$ cat src/rtl/uart_core.sv
// Full-duplex UART: valid/ready transmitter and 16x-oversampling receiver with
// configurable data width, optional parity and 1 or 2 stop bits.
module uart_core #(
  parameter int unsigned DATA_BITS  = 8,
  parameter int unsigned PARITY_EN  = 0,
  parameter int unsigned PARITY_ODD = 0,
  parameter int unsigned STOP_BITS  = 1
) (
  input  logic                 clk,
  input  logic                 rst,
  input  logic [15:0]          baud_div,
  input  logic                 tx_valid,
  input  logic [DATA_BITS-1:0] tx_data,
  output logic                 tx_ready,
  output logic                 tx,
  input  logic                 rx,
  output logic [DATA_BITS-1:0] rx_data,
  output logic                 rx_valid,
  output logic                 rx_frame_err,
  output logic                 rx_parity_err
);

  localparam logic [3:0] LastData = 4'(DATA_BITS - 1);
  localparam logic [3:0] LastStop = 4'(STOP_BITS - 1);
  localparam logic       ParEn    = (PARITY_EN != 0);
  localparam logic       ParOdd   = (PARITY_ODD != 0);

  // ---------------------------------------------------------------- transmitter
  typedef enum logic [2:0] {TxIdle, TxStart, TxData, TxParity, TxStop} tx_state_e;

  tx_state_e            tx_state_q, tx_state_d;
  logic [15:0]          tx_div_q, tx_div_d;
  logic [19:0]          tx_cnt_q, tx_cnt_d;
  logic [3:0]           tx_bit_q, tx_bit_d;
  logic [DATA_BITS-1:0] tx_shreg_q, tx_shreg_d;
  logic                 tx_par_q, tx_par_d;
  logic                 tx_q, tx_d;
  logic                 tx_bit_end;

  always_comb begin
    // A bit lasts 16*(div+1) clk, so its last count is {div, 4'hF}.
    tx_bit_end = (tx_cnt_q == {tx_div_q, 4'hF});
    tx_ready   = (tx_state_q == TxIdle) ||
                 ((tx_state_q == TxStop) && (tx_bit_q == LastStop) && tx_bit_end);
    tx_state_d = tx_state_q;
    tx_div_d   = tx_div_q;
    tx_cnt_d   = tx_bit_end ? 20'd0 : tx_cnt_q + 20'd1;
    tx_bit_d   = tx_bit_q;
    tx_shreg_d = tx_shreg_q;
    tx_par_d   = tx_par_q;
    tx_d       = 1'b1;

    unique case (tx_state_q)
      TxIdle: tx_cnt_d = '0;
      TxStart: begin
        if (tx_bit_end) begin
          tx_state_d = TxData;
          tx_bit_d   = '0;
        end
      end
      TxData: begin
        if (tx_bit_end) begin
          if (tx_bit_q == LastData) begin
            tx_state_d = ParEn ? TxParity : TxStop;
            tx_bit_d   = '0;
          end else begin
            tx_bit_d   = tx_bit_q + 4'd1;
            tx_shreg_d = tx_shreg_q >> 1;
          end
        end
      end
      TxParity: begin
        if (tx_bit_end) begin
          tx_state_d = TxStop;
          tx_bit_d   = '0;
        end
      end
      TxStop: begin
        if (tx_bit_end) begin
          if (tx_bit_q == LastStop) begin
            tx_state_d = TxIdle;
          end else begin
            tx_bit_d = tx_bit_q + 4'd1;
          end
        end
      end
      default: tx_state_d = TxIdle;
    endcase

    if (tx_valid && tx_ready) begin
      tx_state_d = TxStart;
      tx_div_d   = baud_div;
      tx_cnt_d   = '0;
      tx_bit_d   = '0;
      tx_shreg_d = tx_data;
      tx_par_d   = (^tx_data) ^ ParOdd;
    end

    // Line level is registered from the next state so tx is glitch-free.
    unique case (tx_state_d)
      TxStart:  tx_d = 1'b0;
      TxData:   tx_d = tx_shreg_d[0];
      TxParity: tx_d = tx_par_d;
      default:  tx_d = 1'b1;
    endcase
  end

  always_ff @(posedge clk) begin
    if (rst) begin
      tx_state_q <= TxIdle;
      tx_div_q   <= '0;
      tx_cnt_q   <= '0;
      tx_bit_q   <= '0;
      tx_shreg_q <= '0;
      tx_par_q   <= 1'b0;
      tx_q       <= 1'b1;
    end else begin
      tx_state_q <= tx_state_d;
      tx_div_q   <= tx_div_d;
      tx_cnt_q   <= tx_cnt_d;
      tx_bit_q   <= tx_bit_d;
      tx_shreg_q <= tx_shreg_d;
      tx_par_q   <= tx_par_d;
      tx_q       <= tx_d;
    end
  end

  assign tx = tx_q;

  // ------------------------------------------------------------------- receiver
  typedef enum logic [2:0] {
    RxIdle, RxStart, RxData, RxParity, RxStop, RxWaitHigh
  } rx_state_e;

  rx_state_e            rx_state_q, rx_state_d;
  logic                 rx_meta_q, rx_sync_q;
  logic [15:0]          presc_q, presc_d;
  logic [15:0]          rx_div_q, rx_div_d;
  logic [15:0]          rx_div_eff;
  logic                 rx_tick;
  logic [3:0]           rx_os_q, rx_os_d;
  logic [3:0]           rx_bit_q, rx_bit_d;
  logic [DATA_BITS-1:0] rx_shreg_q, rx_shreg_d;
  logic                 rx_par_q, rx_par_d;
  logic [DATA_BITS-1:0] rx_data_q, rx_data_d;
  logic                 rx_valid_q, rx_valid_d;
  logic                 rx_ferr_q, rx_ferr_d;
  logic                 rx_perr_q, rx_perr_d;

  always_comb begin
    // Live divisor only between frames; >= keeps the prescaler sane if it shrinks.
    rx_div_eff = (rx_state_q == RxIdle) ? baud_div : rx_div_q;
    rx_tick    = (presc_q >= rx_div_eff);
    presc_d    = rx_tick ? 16'd0 : presc_q + 16'd1;
    rx_state_d = rx_state_q;
    rx_div_d   = rx_div_q;
    rx_os_d    = rx_os_q;
    rx_bit_d   = rx_bit_q;
    rx_shreg_d = rx_shreg_q;
    rx_par_d   = rx_par_q;
    rx_data_d  = rx_data_q;
    rx_valid_d = 1'b0;
    rx_ferr_d  = rx_ferr_q;
    rx_perr_d  = rx_perr_q;

    unique case (rx_state_q)
      RxIdle: begin
        if (rx_tick && !rx_sync_q) begin
          rx_state_d = RxStart;
          rx_os_d    = '0;
          rx_div_d   = baud_div;
        end
      end
      RxStart: begin
        if (rx_tick) begin
          rx_os_d = rx_os_q + 4'd1;
          if (rx_os_q == 4'd7) begin
            rx_os_d    = '0;
            rx_bit_d   = '0;
            rx_state_d = rx_sync_q ? RxIdle : RxData;
          end
        end
      end
      RxData: begin
        if (rx_tick) begin
          rx_os_d = rx_os_q + 4'd1;
          if (rx_os_q == 4'd15) begin
            rx_shreg_d = {rx_sync_q, rx_shreg_q[DATA_BITS-1:1]};
            if (rx_bit_q == LastData) begin
              rx_state_d = ParEn ? RxParity : RxStop;
            end else begin
              rx_bit_d = rx_bit_q + 4'd1;
            end
          end
        end
      end
      RxParity: begin
        if (rx_tick) begin
          rx_os_d = rx_os_q + 4'd1;
          if (rx_os_q == 4'd15) begin
            rx_par_d   = rx_sync_q;
            rx_state_d = RxStop;
          end
        end
      end
      RxStop: begin
        if (rx_tick) begin
          rx_os_d = rx_os_q + 4'd1;
          if (rx_os_q == 4'd15) begin
            rx_valid_d = 1'b1;
            rx_data_d  = rx_shreg_q;
            rx_ferr_d  = !rx_sync_q;
            rx_perr_d  = ParEn && (rx_par_q != ((^rx_shreg_q) ^ ParOdd));
            // Only the first stop bit is checked; a low line means a break.
            rx_state_d = rx_sync_q ? RxIdle : RxWaitHigh;
          end
        end
      end
      RxWaitHigh: begin
        if (rx_sync_q) rx_state_d = RxIdle;
      end
      default: rx_state_d = RxIdle;
    endcase
  end

  always_ff @(posedge clk) begin
    if (rst) begin
      rx_meta_q  <= 1'b1;
      rx_sync_q  <= 1'b1;
      presc_q    <= '0;
      rx_state_q <= RxIdle;
      rx_div_q   <= '0;
      rx_os_q    <= '0;
      rx_bit_q   <= '0;
      rx_shreg_q <= '0;
      rx_par_q   <= 1'b0;
      rx_data_q  <= '0;
      rx_valid_q <= 1'b0;
      rx_ferr_q  <= 1'b0;
      rx_perr_q  <= 1'b0;
    end else begin
      rx_meta_q  <= rx;
      rx_sync_q  <= rx_meta_q;
      presc_q    <= presc_d;
      rx_state_q <= rx_state_d;
      rx_div_q   <= rx_div_d;
      rx_os_q    <= rx_os_d;
      rx_bit_q   <= rx_bit_d;
      rx_shreg_q <= rx_shreg_d;
      rx_par_q   <= rx_par_d;
      rx_data_q  <= rx_data_d;
      rx_valid_q <= rx_valid_d;
      rx_ferr_q  <= rx_ferr_d;
      rx_perr_q  <= rx_perr_d;
    end
  end

  assign rx_data       = rx_data_q;
  assign rx_valid      = rx_valid_q;
  assign rx_frame_err  = rx_ferr_q;
  assign rx_parity_err = rx_perr_q;

endmodule

$ cat config.mk
export PLATFORM = sky130hd
export DESIGN_NAME = uart_core
export DESIGN_NICKNAME = d
export VERILOG_FILES = /design/src/rtl/uart_core.sv
export SDC_FILE = /design/constraint.sdc
export NUM_CORES = 1
export LEC_CHECK = 0
export CORE_UTILIZATION = 62
export CTS_CLUSTER_DIAMETER = 40
export DETAILED_ROUTE_END_ITERATION = 8
export PLACE_DENSITY = 0.95
export SYNTH_ARGS = -nofsm -noshare
export SYNTH_HDL_FRONTEND = slang
export SYNTH_SLANG_ARGS = --single-unit
$ cat constraint.sdc
create_clock -name clk -period 5.6 [get_ports clk]
set_input_delay 1.12 -clock clk [delete_from_list [all_inputs] [get_ports clk]]
set_output_delay 1.12 -clock clk [all_outputs]
set_load 0.05 [all_outputs]
==> summary.txt <==
Clock network
  • CTS buffer count: 17
  • Clock-pin transition on the worst setup and hold timing paths: 0.06 ns
  • H-tree level count: 4
  • CTS Buffer Depth: 2
  • Root Driver: clkbuf_8
  • CTS Sinks: 116
  • CTS tree: yes
  • Total setup buffers inserted after CTS: 0
  • Worst-Skew Late Latency: 0.53 ns
  • Post-CTS Hold Buffers: 0
  • Resized cells post-CTS: 0

Drt
  • First DRT Iteration DRCs: 265
  • DRT antenna net count: 0
  • Wire length per cell: 17.4 um
  • First-pass detailed-route iteration total: 5
  • Routed WL: 14.4 mm
  • Drt via density: 6.02
  • DR DRC count: 0
  • DR vias: 5004

Power and ir drop
  • Worst vdd ir: 0.154 mV
  • Switching part of the total: 25.4%
  • PwrDens: 303 nW/um^2
  • Reg power frac: 40.8%
  • Logic pwr share: 8.8%
  • Clk pwr share: 50.4%
  • Switch Pwr: 0.537 mW
  • Leakage: 2.80 nW
  • Int Power: 1.57 mW

Global routing
  • Vias in the first global route: 4987
  • First-pass GRT wire length: 23.6 mm
  • GRT Residual Overflow: 0
  • Overall Global Routing Usage: 30.3%
  • Initial antenna violation count: 0
  • Largest net degree at the start of global routing: 51

Setup path
  • Worst Setup EP: tx_ready
  • CP max stage delay: 0.83 ns
  • Startpoint Class: flop
  • Reg2reg setup slack: 1.55 ns
  • Crit. End Element: output pin
  • Critical Path Fanout Max: 7
  • Critical path origin: tx_cnt_q[0]
  • Arr. time, crit path: 3.84 ns
  • Slowest cell on crit path: clkdlybuf4s50_1
  • R2R Path End: rx_div_q[8]
  • R2R depth: 10
  • Worst EP required: 4.48 ns
  • Crit-path cells: ha_1 > and3_1 > nand4_1 > nor3_1 > and2_0 > nand2_1 > a21boi_0 > clkdlybuf4s50_1
  • Crit path kind: flop to output pin
  • Reg-to-Reg Start: rx_state_q[0]

Status
  • Status: finished clean

Layout
  • Layout cells sized above 1: 7.83%
  • Ant. Diodes: 0
  • Nets: 739
  • Final Core Density: 75.3%
  • Non-filler cells, final: 831
  • Synth-to-layout area growth: 17.3%
  • Fill count: 543

Placed design
  • Worst slack, placed: 1.14 ns
  • Placed Cells: 799
  • Hpwl dp: 8.93 mm
  • Final Wtd Congestion: 0.879
  • Port Buf Inserts: 39

Floorplanning
  • Die area: 9970 um^2
  • Die height: 99.8 um
  • Starting density of the core: 64.2%
  • Row count: 35
  • Ports: 41
  • Core area: 9240 um^2
  • Die width: 99.8 um

Yosys
  • Synth Instances: 658
  • Post-synthesis register bit count: 116
  • Syn_area_per_cell: 9.02 um^2
  • Post-Syn Nets: 708
  • Top cell type's share of synthesized area: 39.1%
  • Register area share after synthesis: 39.1%
  • Synth area leader: dfxtp_1
  • Most used DFF post-synth: dfxtp_1
  • Synth warn: 0
  • Post-synth design cell area: 5940 um^2
  • Number of synthesized flops with an enable pin: 0
  • Netlist cell types: 59
  • Top cells by area, synth: dfxtp_1 39%, mux2i_1 11%, nand2b_1 5.7%
  • Ys async rst share: 0%

STA
  • Fmax: 202 MHz
  • Final Skew: 0.0105 ns
  • Final count of hold timing violations: 0
  • Tmin final: 4.96 ns
  • Setup TNS: 0 ns
  • Max-slew violations: 0
  • Unrepaired setup endpoints after global routing: no
  • # setup viols final: 0
  • Worst slew margin: 31.4%
  • Part of the cycle the worst path needs: 88.6%
  • Worst-Margin Slew: 1.02 ns
  • Final WS setup: 0.638 ns

Hold path
  • Hold Path Class: flop to flop

Run
  • Max-cap violation count: 0
==> cell usage in the layout, fill, tap and decap left out, types with 5 or more instances in the layout <==
master,instances
xor2_1,21
a211oi_1,10
nor2b_1,13
clkdlybuf4s50_1,38
nand2_1,30
o21ai_0,26
dfxtp_1,116
a31oi_1,6
nand3_1,26
nand4_1,8
nor3_1,6
inv_1,12
and3_1,10
a21oi_1,18
clkinv_4,5
a21o_1,7
xnor2_1,34
nand2b_1,54
mux2i_1,66
nor2_1,85
ha_1,22
clkbuf_16,16
==> state kept, by name, summed over array words and instances (netlist names), 3 cells and up <==
signal and flops:
tx_div_q 16, presc_q 16, tx_state_q 3, tx_bit_q 4, rx_state_q 3, tx_cnt_q 20
rx_shreg_q 8, tx_shreg_q 8, rx_os_q 4, rx_data 8, rx_bit_q 4, rx_div_q 16
==> synth_stat cells (all sizes together) (4+ instances only) <==
library cell  count
dfxtp           116
nor2             85
mux2i            66
nand2b           54
xnor2            34
nand2            30
nand3            27
o21ai            26
ha               22
clkbuf           21
xor2             21
a21oi            18
nor2b            13
inv              12
a211oi           10
and3             10
buf              10
nand4             9
a21o              7
a31oi             7
nor3              7
nor3b             5
nand3b            4
or3               4
==> area by class of cell <==
type                    instances  area, um^2  area share [%]
multi-input cells             499        3440            49.4
flip-flops and latches        116        2320            33.4
clock buffers                  18         428            6.15
repair buffers                 43         415            5.97
well taps                     129         161            2.32
clock inverters                14         153            2.19
inverters                      12        45.0           0.647
==> how the worst min path moves through the flow <==
| stage | startpoint | depth (start not counted) | to |
|---|---|---|---|
| 4_1_cts | rx_meta_q | 1 | rx_sync_q |
| 6_report | rx_meta_q | 1 | rx_sync_q |
| 5_1_grt | rx_meta_q | 1 | rx_sync_q |
| 2_1_floorplan | rx_meta_q | 1 | rx_sync_q |
| 3_5_place_dp | rx_meta_q | 1 | rx_sync_q |
| 3_3_place_gp | rx_meta_q | 1 | rx_sync_q |
==> worst max-delay path, delay by kind of cell (launching register included) <==
family          cells  cell delay [ns]
compound gates      1             0.19
fa+ha+maj           1             0.20
buf+inv             1             0.83
flops               1             0.37
simple gates        5             1.73
==> cell families (layout without fill, tap and decap cells) <==
family	after synthesis	count (layout)	share of synthesized area [%]
AND/OR/NAND/NOR	261	261	23.0
flip-flops	116	116	39.1
AO/OA/AOI/OAI	92	92	10.4
multiplexers	68	68	11.5
XOR/XNOR	55	55	8.12
buffers and inverters	43	87	3.14
adder cells (fa/ha/maj)	22	22	4.64
other	1	1	0.0632
==> power groups by stage <==
stage               clock network (mW)  registers, mW  logic (mW)
floorplan                            0          0.875       0.124
global placement                     0          0.878       0.168
detailed placement                   0          0.879       0.176
CTS                               1.06          0.861       0.183
global route                      1.10          0.863       0.198
finish                            1.07          0.862       0.185
==> per-layer routing <==
| metal | GRT usage (%) | wire, um | vias to the layer above | part of all wire (%) |
|---|---|---|---|---|
| met5 | 0 | 0 | - | 0 |
| met4 | 16.5 | 520 | 0 | 3.6 |
| met3 | 6.75 | 719 | 53 | 5.0 |
| met2 | 52.1 | 7320 | 190 | 51 |
| met1 | 35.1 | 5870 | 2406 | 41 |
| li1 | - | - | 2355 | - |
==> stage by stage <==
step           power, mW  hold slack [ns]  instance area [um^2]
2_1_floorplan      0.998            0.389                  5940
3_3_place_gp        1.05            0.393                  6380
3_5_place_dp        1.05            0.397                  6380
4_1_cts             2.11            0.411                  6960
5_1_grt             2.16            0.428                  6960
6_report            2.11            0.408                  6960
No activity file was read; power rests on OpenSTA's default activity.
